==> config.mk <==
export PLATFORM = sky130hd
export DESIGN_NAME = lfsr_run_ctrl_flat
export DESIGN_NICKNAME = d
export VERILOG_FILES = /design/src/rtl/lfsr_pkg.sv /design/src/rtl/lfsr_run_ctrl_if.sv /design/src/rtl/lfsr_watchdog.sv /design/src/rtl/lfsr_run_ctrl.sv /design/src/flat_wrapper.sv
export SDC_FILE = /design/constraint.sdc
export NUM_CORES = 1
export LEC_CHECK = 0
export CAP_MARGIN = 10
export CORE_MARGIN = 10
export CORE_UTILIZATION = 50
export DETAILED_ROUTE_END_ITERATION = 16
export PLACE_DENSITY = 0.87
export SYNTH_ARGS = -nofsm -noshare
export SYNTH_HDL_FRONTEND = slang
export SYNTH_SLANG_ARGS = --single-unit
==> constraint.sdc <==
create_clock -name clk -period 4.12 [get_ports clk]
set_input_delay 0.412 -clock clk [delete_from_list [all_inputs] [get_ports clk]]
set_output_delay 0.412 -clock clk [all_outputs]
set_load 0.02 [all_outputs]
==> src/rtl/lfsr_pkg.sv <==
// Shared definitions for the Johnson-counter run controller.
// Holds the counter width, repetition width, Johnson period and controller state enum.
package lfsr_pkg;

  localparam int unsigned CNT_W          = 6;
  localparam int unsigned REP_W          = 8;
  localparam int unsigned JOHNSON_PERIOD = 2 * CNT_W;

  typedef enum logic [2:0] {
    IDLE = 3'd0,
    LOAD = 3'd1,
    RUN  = 3'd2,
    DONE = 3'd3,
    ERR  = 3'd4
  } lfsr_ctrl_state_t;

endpackage

==> src/rtl/lfsr_run_ctrl_if.sv <==
// Job and counter-control bundle for lfsr_run_ctrl.
// Job side:     start, abort, seed, target, reps -> ; <- busy, done, timeout, hits
// Counter side: tercnt -> ; <- cnt_data, cnt_count_to, cnt_load, cnt_cen
// slave is the controller view; master is the requester/counter view.
interface lfsr_run_ctrl_if #(
  parameter int unsigned CNT_W = lfsr_pkg::CNT_W,
  parameter int unsigned REP_W = lfsr_pkg::REP_W
);

  logic             start;
  logic             abort;
  logic [CNT_W-1:0] seed;
  logic [CNT_W-1:0] target;
  logic [REP_W-1:0] reps;
  logic             tercnt;
  logic [CNT_W-1:0] cnt_data;
  logic [CNT_W-1:0] cnt_count_to;
  logic             cnt_load;
  logic             cnt_cen;
  logic             busy;
  logic             done;
  logic             timeout;
  logic [REP_W-1:0] hits;

  modport master (
    output start, abort, seed, target, reps, tercnt,
    input  cnt_data, cnt_count_to, cnt_load, cnt_cen, busy, done, timeout, hits
  );

  modport slave (
    input  start, abort, seed, target, reps, tercnt,
    output cnt_data, cnt_count_to, cnt_load, cnt_cen, busy, done, timeout, hits
  );

endinterface

==> src/rtl/lfsr_watchdog.sv <==
// Run-phase watchdog: counts enabled cycles, clr reloads zero (priority over en).
// Ports: clk, rst_n (async, active-low), clr, en, expired_c (count at TIMEOUT_CYC-1).
module lfsr_watchdog #(
  parameter int unsigned TIMEOUT_CYC = 64
) (
  input  logic clk,
  input  logic rst_n,
  input  logic clr,
  input  logic en,
  output logic expired_c
);

  localparam int unsigned TW = $clog2(TIMEOUT_CYC);

  logic [TW-1:0] count_q;

  // Cycle counter
  always_ff @(posedge clk or negedge rst_n) begin
    if (!rst_n) begin
      count_q <= '0;
    end else if (clr) begin
      count_q <= '0;
    end else if (en) begin
      count_q <= count_q + TW'(1);
    end
  end

  assign expired_c = (count_q == TW'(TIMEOUT_CYC - 1));

endmodule

==> src/rtl/lfsr_run_ctrl.sv <==
// Job sequencer for a Johnson down-counter with terminal-count compare.
// Accepts (seed, target, reps) on start in IDLE, loads the counter, runs it and
// counts tercnt hits; pulses done after reps hits or timeout when a hit gap
// reaches TIMEOUT_CYC run cycles.
// Ports: clk, reset (async, active-low), bus (lfsr_run_ctrl_if.slave).
module lfsr_run_ctrl #(
  parameter int unsigned CNT_W       = lfsr_pkg::CNT_W,
  parameter int unsigned REP_W       = lfsr_pkg::REP_W,
  parameter int unsigned TIMEOUT_CYC = 64
) (
  input  logic            clk,
  input  logic            reset,
  lfsr_run_ctrl_if.slave  bus
);

  import lfsr_pkg::*;

  lfsr_ctrl_state_t state_q;
  lfsr_ctrl_state_t state_d;

  logic [CNT_W-1:0] seed_q;
  logic [CNT_W-1:0] target_q;
  logic [REP_W-1:0] reps_q;
  logic [REP_W-1:0] hits_q;

  logic accept_c;
  logic hit_c;
  logic wd_clr_c;
  logic wd_en_c;
  logic wd_expired_c;

  logic busy_d, load_d, cen_d, done_d, timeout_d;
  logic busy_q, load_q, cen_q, done_q, timeout_q;

  // Timer runs only in RUN and restarts on every hit
  assign wd_en_c  = (state_q == RUN);
  assign wd_clr_c = (state_q != RUN) || bus.tercnt;

  lfsr_watchdog #(
    .TIMEOUT_CYC (TIMEOUT_CYC)
  ) u_watchdog (
    .clk       (clk),
    .rst_n     (reset),
    .clr       (wd_clr_c),
    .en        (wd_en_c),
    .expired_c (wd_expired_c)
  );

  // State and output registers; outputs are the Moore decode of the next state
  always_ff @(posedge clk or negedge reset) begin
    if (!reset) begin
      state_q   <= IDLE;
      busy_q    <= 1'b0;
      load_q    <= 1'b0;
      cen_q     <= 1'b0;
      done_q    <= 1'b0;
      timeout_q <= 1'b0;
    end else begin
      state_q   <= state_d;
      busy_q    <= busy_d;
      load_q    <= load_d;
      cen_q     <= cen_d;
      done_q    <= done_d;
      timeout_q <= timeout_d;
    end
  end

  // Next-state logic; abort overrides start, tercnt and timeout
  always_comb begin
    state_d  = state_q;
    accept_c = 1'b0;
    hit_c    = 1'b0;
    if (bus.abort) begin
      state_d = IDLE;
    end else begin
      unique case (state_q)
        IDLE: begin
          if (bus.start) begin
            accept_c = 1'b1;
            state_d  = (bus.reps == '0) ? DONE : LOAD;
          end
        end
        LOAD: state_d = RUN;
        RUN: begin
          if (bus.tercnt) begin
            hit_c = 1'b1;
            if ((hits_q + REP_W'(1)) == reps_q) begin
              state_d = DONE;
            end
          end else if (wd_expired_c) begin
            state_d = ERR;
          end
        end
        DONE:    state_d = IDLE;
        ERR:     state_d = IDLE;
        default: state_d = IDLE;
      endcase
    end
  end

  // Output decode of the next state (registered above)
  always_comb begin
    busy_d    = 1'b0;
    load_d    = 1'b0;
    cen_d     = 1'b0;
    done_d    = 1'b0;
    timeout_d = 1'b0;
    unique case (state_d)
      LOAD: begin
        busy_d = 1'b1;
        load_d = 1'b1;
        cen_d  = 1'b1;  // counter clock is gated by cen, so load needs it
      end
      RUN: begin
        busy_d = 1'b1;
        cen_d  = 1'b1;
      end
      DONE:    done_d    = 1'b1;
      ERR:     timeout_d = 1'b1;
      default: ;
    endcase
  end

  // Job latches and hit counter; hits persists until the next accepted job
  always_ff @(posedge clk or negedge reset) begin
    if (!reset) begin
      seed_q   <= '0;
      target_q <= '0;
      reps_q   <= '0;
      hits_q   <= '0;
    end else if (accept_c) begin
      seed_q   <= bus.seed;
      target_q <= bus.target;
      reps_q   <= bus.reps;
      hits_q   <= '0;
    end else if (hit_c) begin
      hits_q   <= hits_q + REP_W'(1);
    end
  end

  assign bus.cnt_data     = seed_q;
  assign bus.cnt_count_to = target_q;
  assign bus.cnt_load     = load_q;
  assign bus.cnt_cen      = cen_q;
  assign bus.busy         = busy_q;
  assign bus.done         = done_q;
  assign bus.timeout      = timeout_q;
  assign bus.hits         = hits_q;

endmodule

==> src/flat_wrapper.sv <==
// flat-port wrapper written by rule: the top's interface ports become plain ports
module lfsr_run_ctrl_flat import lfsr_pkg::*;
#(
  parameter int unsigned CNT_W       = lfsr_pkg::CNT_W,
  parameter int unsigned REP_W       = lfsr_pkg::REP_W,
  parameter int unsigned TIMEOUT_CYC = 64
)
  (clk, reset, bus_start, bus_abort, bus_seed, bus_target, bus_reps, bus_tercnt, bus_cnt_data, bus_cnt_count_to, bus_cnt_load, bus_cnt_cen, bus_busy, bus_done, bus_timeout, bus_hits);
  lfsr_run_ctrl_if #(.CNT_W(CNT_W), .REP_W(REP_W)) bus_i ();
  input  logic clk;
  input  logic reset;
  input wire logic [$bits(bus_i.start)-1:0] bus_start;
  input wire logic [$bits(bus_i.abort)-1:0] bus_abort;
  input wire logic [$bits(bus_i.seed)-1:0] bus_seed;
  input wire logic [$bits(bus_i.target)-1:0] bus_target;
  input wire logic [$bits(bus_i.reps)-1:0] bus_reps;
  input wire logic [$bits(bus_i.tercnt)-1:0] bus_tercnt;
  output wire logic [$bits(bus_i.cnt_data)-1:0] bus_cnt_data;
  output wire logic [$bits(bus_i.cnt_count_to)-1:0] bus_cnt_count_to;
  output wire logic [$bits(bus_i.cnt_load)-1:0] bus_cnt_load;
  output wire logic [$bits(bus_i.cnt_cen)-1:0] bus_cnt_cen;
  output wire logic [$bits(bus_i.busy)-1:0] bus_busy;
  output wire logic [$bits(bus_i.done)-1:0] bus_done;
  output wire logic [$bits(bus_i.timeout)-1:0] bus_timeout;
  output wire logic [$bits(bus_i.hits)-1:0] bus_hits;
  assign bus_i.start = bus_start;
  assign bus_i.abort = bus_abort;
  assign bus_i.seed = bus_seed;
  assign bus_i.target = bus_target;
  assign bus_i.reps = bus_reps;
  assign bus_i.tercnt = bus_tercnt;
  assign bus_cnt_data = bus_i.cnt_data;
  assign bus_cnt_count_to = bus_i.cnt_count_to;
  assign bus_cnt_load = bus_i.cnt_load;
  assign bus_cnt_cen = bus_i.cnt_cen;
  assign bus_busy = bus_i.busy;
  assign bus_done = bus_i.done;
  assign bus_timeout = bus_i.timeout;
  assign bus_hits = bus_i.hits;
  lfsr_run_ctrl #(.CNT_W(CNT_W), .REP_W(REP_W), .TIMEOUT_CYC(TIMEOUT_CYC)) u_core (.clk(clk), .reset(reset), .bus(bus_i));
endmodule
# After elaboration in Yosys (flattened, before gate mapping)
# Cells that the tools add are included.
# W data, S select, Z words.
[classes] n_reduce_logical=6 mux=21 addsub=2 n_eq_ne=9
[ops] op="$mux W8" n=2
[ops] op="$mux W3" n=5
[ops] op="$mux W6" n=2
[ops] op="$mux W1" n=10
[ops] op="$eq A3 B2 Y1 const B" n=3
[ops] op="$pmux W3 S3" n=1
[ops] op="$add A8 B1 Y8 const B" n=1
[ops] op="$eq A8 B8 Y1" n=1
[ops] op="$logic_not A8 Y1" n=1
[ops] op="$add A6 B1 Y6 const B" n=1
[ops] op="$eq A3 B1 Y1 const B" n=2
[ops] op="$eq A6 B6 Y1 const B" n=1
[ops] op="$reduce_bool A2 Y1" n=2
[ops] op="$eq A3 B3 Y1 const B" n=1
[ops] op="$logic_not A3 Y1" n=1
[ops] op="$ne A3 B2 Y1 const B" n=1
[ops] op="$mux W2" n=1
[ops] op="$reduce_or A2 Y1" n=1
[ops] op="$logic_or A1 B1 Y1" n=1
[totals] inputBits=25 register_bits=41 wordCells=48

# Longest topological paths before layout
# Gate-level depths: netlist (run 1).
[logic_depth] depth_word=9 mapped_depth=7 ltp_nobuf=7

# Hierarchy
# Synthesis (run 1) repeated with hierarchy kept, for this count alone.
[hier_totals] cells_unflattened=231 hier_area_um2=2079.5
[modules_own_cells] mod="lfsr_run_ctrl" instances=1 area_per_inst_um2=1798.0 cells_per_inst=203 seq_area_each_um2=875.8
[modules_own_cells] mod="lfsr_watchdog" instances=1 area_per_inst_um2=281.5 cells_per_inst=28 seq_area_each_um2=150.1

# Least setup slack after synthesis (run 1)
# Ideal clock, no wire load.
[synth_timing] kind="register to register" startpoint="register u_core.hits_q[2] (netlist: u_core.bus.hits[2])" endpoint="register u_core.busy_q (netlist: u_core.bus.busy)" stages_incl_launch_ff=8 required_time_ps=4043 period_less_slack_ps=1875 slack_ps=2245 setup_ps=77 n_path_buf=1 arrival_ps=1799 cell_sequence="dfrtp_1 buf_2 nand3_2 or3_1 a211oi_2 a31oi_1 or2_4 o21ai_1"
[synth_via] elab_chain_cells=9 elab_cells_between_ends=10 classes_between="add/sub (1); eq/ne (3); mux (5); reduce/logical (1)"
[synth_rtl] element="from (decl)" line="lfsr_run_ctrl.sv:24" rtl="logic [REP_W-1:0] hits_q;"
[synth_rtl] element="from (signal assigned)" line="lfsr_run_ctrl.sv:137" rtl="hits_q <= hits_q + REP_W'(1);"
[synth_rtl] element="$add A8 B1 Y8 *" line="lfsr_run_ctrl.sv:87" rtl="if ((hits_q + REP_W'(1)) == reps_q) begin"
[synth_rtl] element="$eq A8 B8 Y1 *" line="lfsr_run_ctrl.sv:87"
[synth_rtl] element="$mux W3 *" line="lfsr_run_ctrl.sv:87"
[synth_rtl] element="$mux W3 *" line="lfsr_run_ctrl.sv:85" rtl="if (bus.tercnt) begin"
[synth_rtl] element="$pmux W3 S3 *" line="lfsr_run_ctrl.sv:76" rtl="unique case (state_q)"
[synth_rtl] element="$mux W3 *" line="lfsr_run_ctrl.sv:73" rtl="if (bus.abort) begin"
[synth_rtl] element="$eq A3 B1 Y1 or $eq A3 B2 Y1 (tied branches)" line="lfsr_run_ctrl.sv:108" rtl="unique case (state_d)"
[synth_rtl] element="$reduce_or A2 Y1 (no source line) *"
[synth_rtl] element="$mux W1 *" line="lfsr_run_ctrl.sv:108"
[synth_rtl] element="net u_core.busy_d" line="lfsr_run_ctrl.sv:32" rtl="logic busy_d, load_d, cen_d, done_d, timeout_d;"
[synth_rtl] element="to (signal assigned)" line="lfsr_run_ctrl.sv:60" rtl="busy_q <= busy_d;"
[synth_rtl] element="to (decl)" line="lfsr_run_ctrl.sv:33" rtl="logic busy_q, load_q, cen_q, done_q, timeout_q;"
# The timed path passes the listed nets; every way through them passes the cells marked *.
# A chain may end at the register's enable or synchronous reset.

# Final worst setup path (run 1)
[layout_timing] startpoint="input port bus_start" endpoint="register u_core.hits_q[3] (netlist: u_core.bus.hits[3])"
[layout_via] elab_chain_cells=4 elab_cells_between_ends=5 classes_between="mux (4); reduce/logical (1)"
[layout_rtl] element="from (decl)" line="flat_wrapper.sv:12" rtl="input wire logic [$bits(bus_i.start)-1:0] bus_start;"
[layout_rtl] element="$mux W1 *" line="lfsr_run_ctrl.sv:78" rtl="if (bus.start) begin"
[layout_rtl] element="$mux W1 *" line="lfsr_run_ctrl.sv:76"
[layout_rtl] element="$mux W1 *" line="lfsr_run_ctrl.sv:73"
[layout_rtl] element="$mux W8 or $reduce_bool A2 Y1 (tied branches)"
# Every way passes the cells marked *; elsewhere a longest branch is shown, timed or not.

==> flow_summary.json, run 1 <==
{
  "post-cts-setup-buffer-count": 0,
  "wl_per_cell_um": 14.68,
  "max_freq_mhz": 414.5,
  "setup-tns-final_ns": 0,
  "internal-power_mw": 0.7399,
  "slew_violations": 0,
  "outcome": "completed",
  "synth_nets": 193,
  "grt_remaining_overflow": 0,
  "cts_resized": 0,
  "gp_congestion": 0.8561,
  "synthDominantCellAreaShare_pct": 54.09,
  "leakage_nw": 1.024,
  "synth_largest_area_cell": "dfrtp_1",
  "hp-class": "in2async",
  "seq_area_um2": 1026,
  "drt-pass1-iter-count": 4,
  "period_needed_ns": 2.413,
  "clkPwrFrac_pct": 25.1,
  "syn_inst": 166,
  "clock_latency_ns": 0.28,
  "ys.warnings.count": 0,
  "synth_flop_cell": "dfrtp_1",
  "die_w_um": 81.59,
  "nets": 242,
  "post-dp-hpwl_um": 2889,
  "hold_viol": 0,
  "drc": 0,
  "antenna_found_initial": 0,
  "final.setup.worst_slack_ns": 1.707,
  "multi_input_area_um2": 830.8,
  "vias_per_cell": 5.357,
  "initial_utilization_pct": 51.81,
  "synth_area_um2": 1897,
  "numCtsBuffers": 5,
  "dp_slack_ns": 1.379,
  "routed_wl_um": 3862,
  "grt_max_degree": 42,
  "synth.ff_latch_count": 41,
  "vias": 1409,
  "ant_nets": 0,
  "r2r-end": "u_core.bus.hits[3]",
  "power.switching_fraction_pct": 27.41,
  "async_flop_share_pct": 100.0,
  "synthToLayoutAreaGrowth_pct": 31.60,
  "synth_area_per_cell_um2": 11.43,
  "max_cap_violations": 0,
  "critPathArrivalTime_ns": 2.57,
  "cp_data_required_time_ns": 4.28,
  "diodes": 0,
  "p_sw_mw": 0.2794,
  "cp-start-kind": "input port",
  "clkSinkCount": 41,
  "clock_path_buffers": 2,
  "die-area_um2": 6657,
  "htree_levels": 2,
  "clk_pin_slew_ns": 0.07,
  "seq_power_share_pct": 48.4,
  "dp.cells": 256,
  "io_pins": 50,
  "critPathCaptureType": "register",
  "postCtsHoldBufs": 0,
  "tightest_slew_ns": 0.9155,
  "cts-root-buf": "clkbuf_8",
  "nFillCells": 279,
  "peakVddDrop_uv": 297.5,
  "grt_util_all_layers_pct": 12.09,
  "reg2reg_depth": 5,
  "r2r_slack_ns": 1.76,
  "path_max_fanout": 23,
  "yosysUniqueCellTypes": 36,
  "grt_pass1_vias": 1353,
  "seq_area_frac_synth_pct": 54.09,
  "chipHeight_um": 81.59,
  "yosys-top-cells-area": "dfrtp_1 54%, mux2_2 12%, xnor2_1 4.2%, o21ai_0 2.9%, nor2_1 2.8%",
  "grt_pass1_wl_um": 6313,
  "synth-edff-count": 0,
  "clock_skew_ns": 0.005173,
  "maxSlewHeadroom_pct": 38.82,
  "core_region_area_um2": 3661,
  "timing.final.crit_share_pct": 58.56,
  "pwr_density_cell_nw_per_um2": 408.4,
  "path_class": "in2reg",
  "row_count": 22,
  "hold_ws_ns": 0.2321,
  "final_cells": 263,
  "cts_tree": "built",
  "setup_violations": 0,
  "port_buffers": 49,
  "p_comb_share_pct": 26.6,
  "r2r_start": "u_core.state_q[0]",
  "dr.first_iter.drc_count": 123,
  "drive_gt1_share_pct": 14.88,
  "rsz0062_at_grt": "no"
}
==> through the flow <==
stage	area [um^2]	total power [mW]	util (%)
floorplan	1897	0.6489	-
global placement	2410	0.7698	65.82
detailed placement	2410	0.7749	65.82
CTS	2496	1.033	68.18
global route	2496	1.075	68.18
finish	2496	1.019	68.18
==> logic make-up after synthesis <==
group                      synth area share [%]
adders and majority gates                 1.319
DFF                                       54.09
AOI/OAI and AO/OA                         8.311
xor gates and xnor gates                  6.926
and+or+nand+nor                           15.37
buffers and inverters                     2.111
muxes                                     11.87
==> cell usage in the layout, fill, tap and decap left out, types with 2 or more instances in the layout <==
master and instances:
o31ai_1 4, dfrtp_1 41, xnor2_1 9, o21ai_0 11, inv_1 2, nor2b_1 2, a31oi_1 3, nand2b_1 4
ha_1 2, a21oi_1 2, nand3_1 7, nor3_1 2, clkbuf_8 6, nor2_1 14, clkdlybuf4s50_1 48, nor3b_1 2
and3_1 2, nand2_1 9, mux2_2 20, xor2_1 6, nor4_1 4
==> flip-flops by register name (all words and copies together) (netlist names) <==
name and cells:
u_core.bus.hits 8, u_core.reps_q 8, u_core.bus.cnt_count_to 6, u_core.bus.cnt_data 6, u_core.u_watchdog.count_q 6, u_core.state_q 3, u_core.bus.busy 1, u_core.bus.cnt_load 1
u_core.bus.done 1, u_core.bus.timeout 1
==> power groups by stage <==
stage	Clock, mW	Combinational (mW)	Sequential (mW)
2_1_floorplan	0	0.111	0.538
3_3_place_gp	0	0.271	0.499
3_5_place_dp	0	0.274	0.501
4_1_cts	0.264	0.276	0.493
5_1_grt	0.281	0.293	0.501
6_report	0.255	0.271	0.493
==> worst max-delay path, stage by stage <==
cell             delay [ns]
clkdlybuf4s50_1        0.45
nor4b_2                0.35
nand2_1                0.65
and2_1                 0.43
o21ai_0                0.19
o31ai_1                0.09
==> worst max-delay path by stage <==
stage	cells past startpoint	end	from	slack, ns
2_1_floorplan	7	u_core.bus.busy	u_core.bus.hits[2]	2.24
3_3_place_gp	6	u_core.bus.hits[2]	bus_start	1.44
3_5_place_dp	6	u_core.bus.hits[3]	bus_start	1.38
4_1_cts	6	u_core.bus.hits[3]	bus_start	1.69
5_1_grt	6	u_core.bus.hits[2]	bus_start	1.48
6_report	6	u_core.bus.hits[3]	bus_start	1.71
==> routing by layer <==
metal | vias to the layer above | track usage [%] | wire, um
li1 | 690 | - | -
met1 | 657 | 14.84 | 1584
met2 | 57 | 17.38 | 1737
met3 | 5 | 4.913 | 460
met4 | 0 | 7.483 | 80
met5 | - | 0 | 0
==> cell usage after synthesis (3+ instances only) <==
cell type	instances
xor2_1	6
nor4_1	4
nand3_1	7
mux2_2	20
o21ai_0	11
o31ai_1	4
nor2_1	14
xnor2_1	9
nand2b_1	4
a31oi_1	3
dfrtp_1	41
nand2_1	9
==> area by class of cell <==
cell class              instances  area share (%)
well taps                      48           2.406
flip-flops and latches         41           41.10
multi-input cells             116           33.28
clock buffers                   7           3.459
inverters                       2          0.3008
repair buffers                 49           19.45
(Power assumes the default switching activity.)
==> inputs of run 2 (changes only) <==
- CORE_UTILIZATION: 50 -> 48
- PLACE_DENSITY: 0.87 -> 0.84
- clock period: 4.12 -> 2.32 ns (I/O delays scaled with it)
==> run 2 against run 1 <==
Effect of this change:
- routed wire length is 14% higher
- total power grew 80%
- worst setup slack worse by 1.3 ns
- clock skew rose by 0.0017 ns
- final cell count increased by 1.1%
- first-iteration DRC count is 12% lower
- largest cell class unchanged
==> flow_summary.json, run 2 (synthesized netlist as in run 1, its figures left out) <==
{
  "clock_path_buffers": 2,
  "critical_path.top_delay_family": "simple AND/OR/NAND/NOR gates",
  "wl_per_cell_um": 16.51,
  "drive_gt1_share_pct": 16.06,
  "clk_pin_slew_ns": 0.08,
  "path_cells": "ha_1 -> and3_1 -> nand3_1 -> xnor2_1 -> a31oi_1 -> or2_4 -> o21ai_1",
  "drc": 0,
  "setup_violations": 0,
  "antenna_found_initial": 0,
  "leakage_nw": 1.025,
  "cp_data_required_time_ns": 2.55,
  "numCtsBuffers": 5,
  "period_needed_ns": 1.960,
  "critPathCaptureType": "register",
  "vias": 1472,
  "io_pins": 50,
  "port_buffers": 49,
  "hold_viol": 0,
  "grt_remaining_overflow": 0,
  "vias_per_cell": 5.534,
  "die_w_um": 82.86,
  "diodes": 0,
  "core_region_area_um2": 3744,
  "hp-class": "in2async",
  "mostFrequentLayoutCells": "48 x clkdlybuf4s50_1, 41 x dfrtp_1, 20 x mux2_2",
  "slowest_stage": "dfrtp_1",
  "r2r_slack_ns": 0.36,
  "max_cap_violations": 0,
  "cts_tree": "built",
  "layout_commonest_cell": "clkdlybuf4s50_1",
  "path_class": "reg2reg",
  "setup-tns-final_ns": 0,
  "post-dp-hpwl_um": 3341,
  "post-cts-setup-buffer-count": 0,
  "fin_util_pct": 67.11,
  "dr.first_iter.drc_count": 108,
  "die-area_um2": 6866,
  "htree_levels": 2,
  "peakVddDrop_uv": 634.4,
  "ant_nets": 0,
  "path_max_fanout": 8,
  "chipHeight_um": 82.86,
  "cp-start-kind": "register",
  "clkSinkCount": 41,
  "final_area_um2": 2512,
  "cts-root-buf": "clkbuf_8",
  "routed_wl_um": 4391,
  "grt_pass1_vias": 1565,
  "timing.final.crit_share_pct": 84.47,
  "postCtsHoldBufs": 0,
  "grt_max_degree": 42,
  "rsz0062_at_grt": "no",
  "drt-pass1-iter-count": 4,
  "placement.cell_area_um2": 2425,
  "initial_utilization_pct": 50.67,
  "outcome": "completed",
  "pwr_density_cell_nw_per_um2": 730.7,
  "maxSlewHeadroom_pct": 41.58,
  "clock_latency_ns": 0.30,
  "cp_slowest_stage_delay_ns": 0.49,
  "critPathArrivalTime_ns": 2.19,
  "clock_skew_ns": 0.006872,
  "synthToLayoutAreaGrowth_pct": 32.45,
  "nFillCells": 322,
  "slew_violations": 0,
  "grt_util_all_layers_pct": 12.67,
  "tightest_slew_ns": 0.8762,
  "grt_pass1_wl_um": 7182,
  "crit_buf_inv": 0,
  "nets": 244,
  "row_count": 22,
  "max_freq_mhz": 510.3,
  "gp_congestion": 0.8685,
  "hold_ws_ns": 0.03893,
  "total_power_mw": 1.836,
  "cts_resized": 0
}
-- run 2: changes by cell type in the layout (fill, tap and decap cells not counted), sizes merged --
cell,change
buf,+2
clkinvlp,+2
clkbuf,-1
-- run 2: final timing paths --
kind,startpoint,to,cells past startpoint
worst max-delay path,u_core.bus.hits[0],u_core.bus.busy,7
worst min register to register,u_core.u_watchdog.count_q[0],u_core.u_watchdog.count_q[0],1
max in group asynchronous,reset,u_core.bus.timeout,1
worst min-delay path,reset,u_core.bus.cnt_data[5],1
worst max register to register,u_core.bus.hits[0],u_core.bus.busy,7
min in group clk,u_core.u_watchdog.count_q[0],u_core.u_watchdog.count_q[0],1
-- run 2: metrics by stage --
step | setup WS, ns | instances
after floorplan | 0.4447 | 166
after global placement | 0.4588 | 258
after detailed placement | 0.4269 | 258
after CTS | 0.3730 | 266
after global routing | 0.2093 | 266
final | 0.3604 | 266
-- run 2: worst register-to-register path: cells and delay by family (launching register included) --
kind / cells / cell delay (ns)
compound gates: 2 / 0.24
xor+xnor: 1 / 0.21
fa+ha+maj: 1 / 0.31
flops: 1 / 0.49
simple gates: 3 / 0.64
-- run 2: cell type report --
cell class	count	area, um^2	share of cell area, %
repair buffers	51	500.5	19.92
well taps	48	60.06	2.390
inverters	2	7.507	0.2988
clock inverters	2	15.01	0.5976
flip-flops and latches	41	1026	40.84
clock buffers	6	72.57	2.888
multi-input cells	116	830.8	33.07
-- run 2: power by group --
part	switching [mW]	internal [mW]
Clock	0.253	0.212
Combinational	0.228	0.266
Sequential	0.0628	0.813
Total	0.545	1.29
-- run 2: routing by layer --
metal | wire (um) | track usage [%] | vias up
met5 | 0 | 0 | -
met2 | 2145 | 20.81 | 47
met1 | 1705 | 12.91 | 727
met3 | 459 | 7.324 | 8
met4 | 80 | 5.077 | 0
li1 | - | - | 690
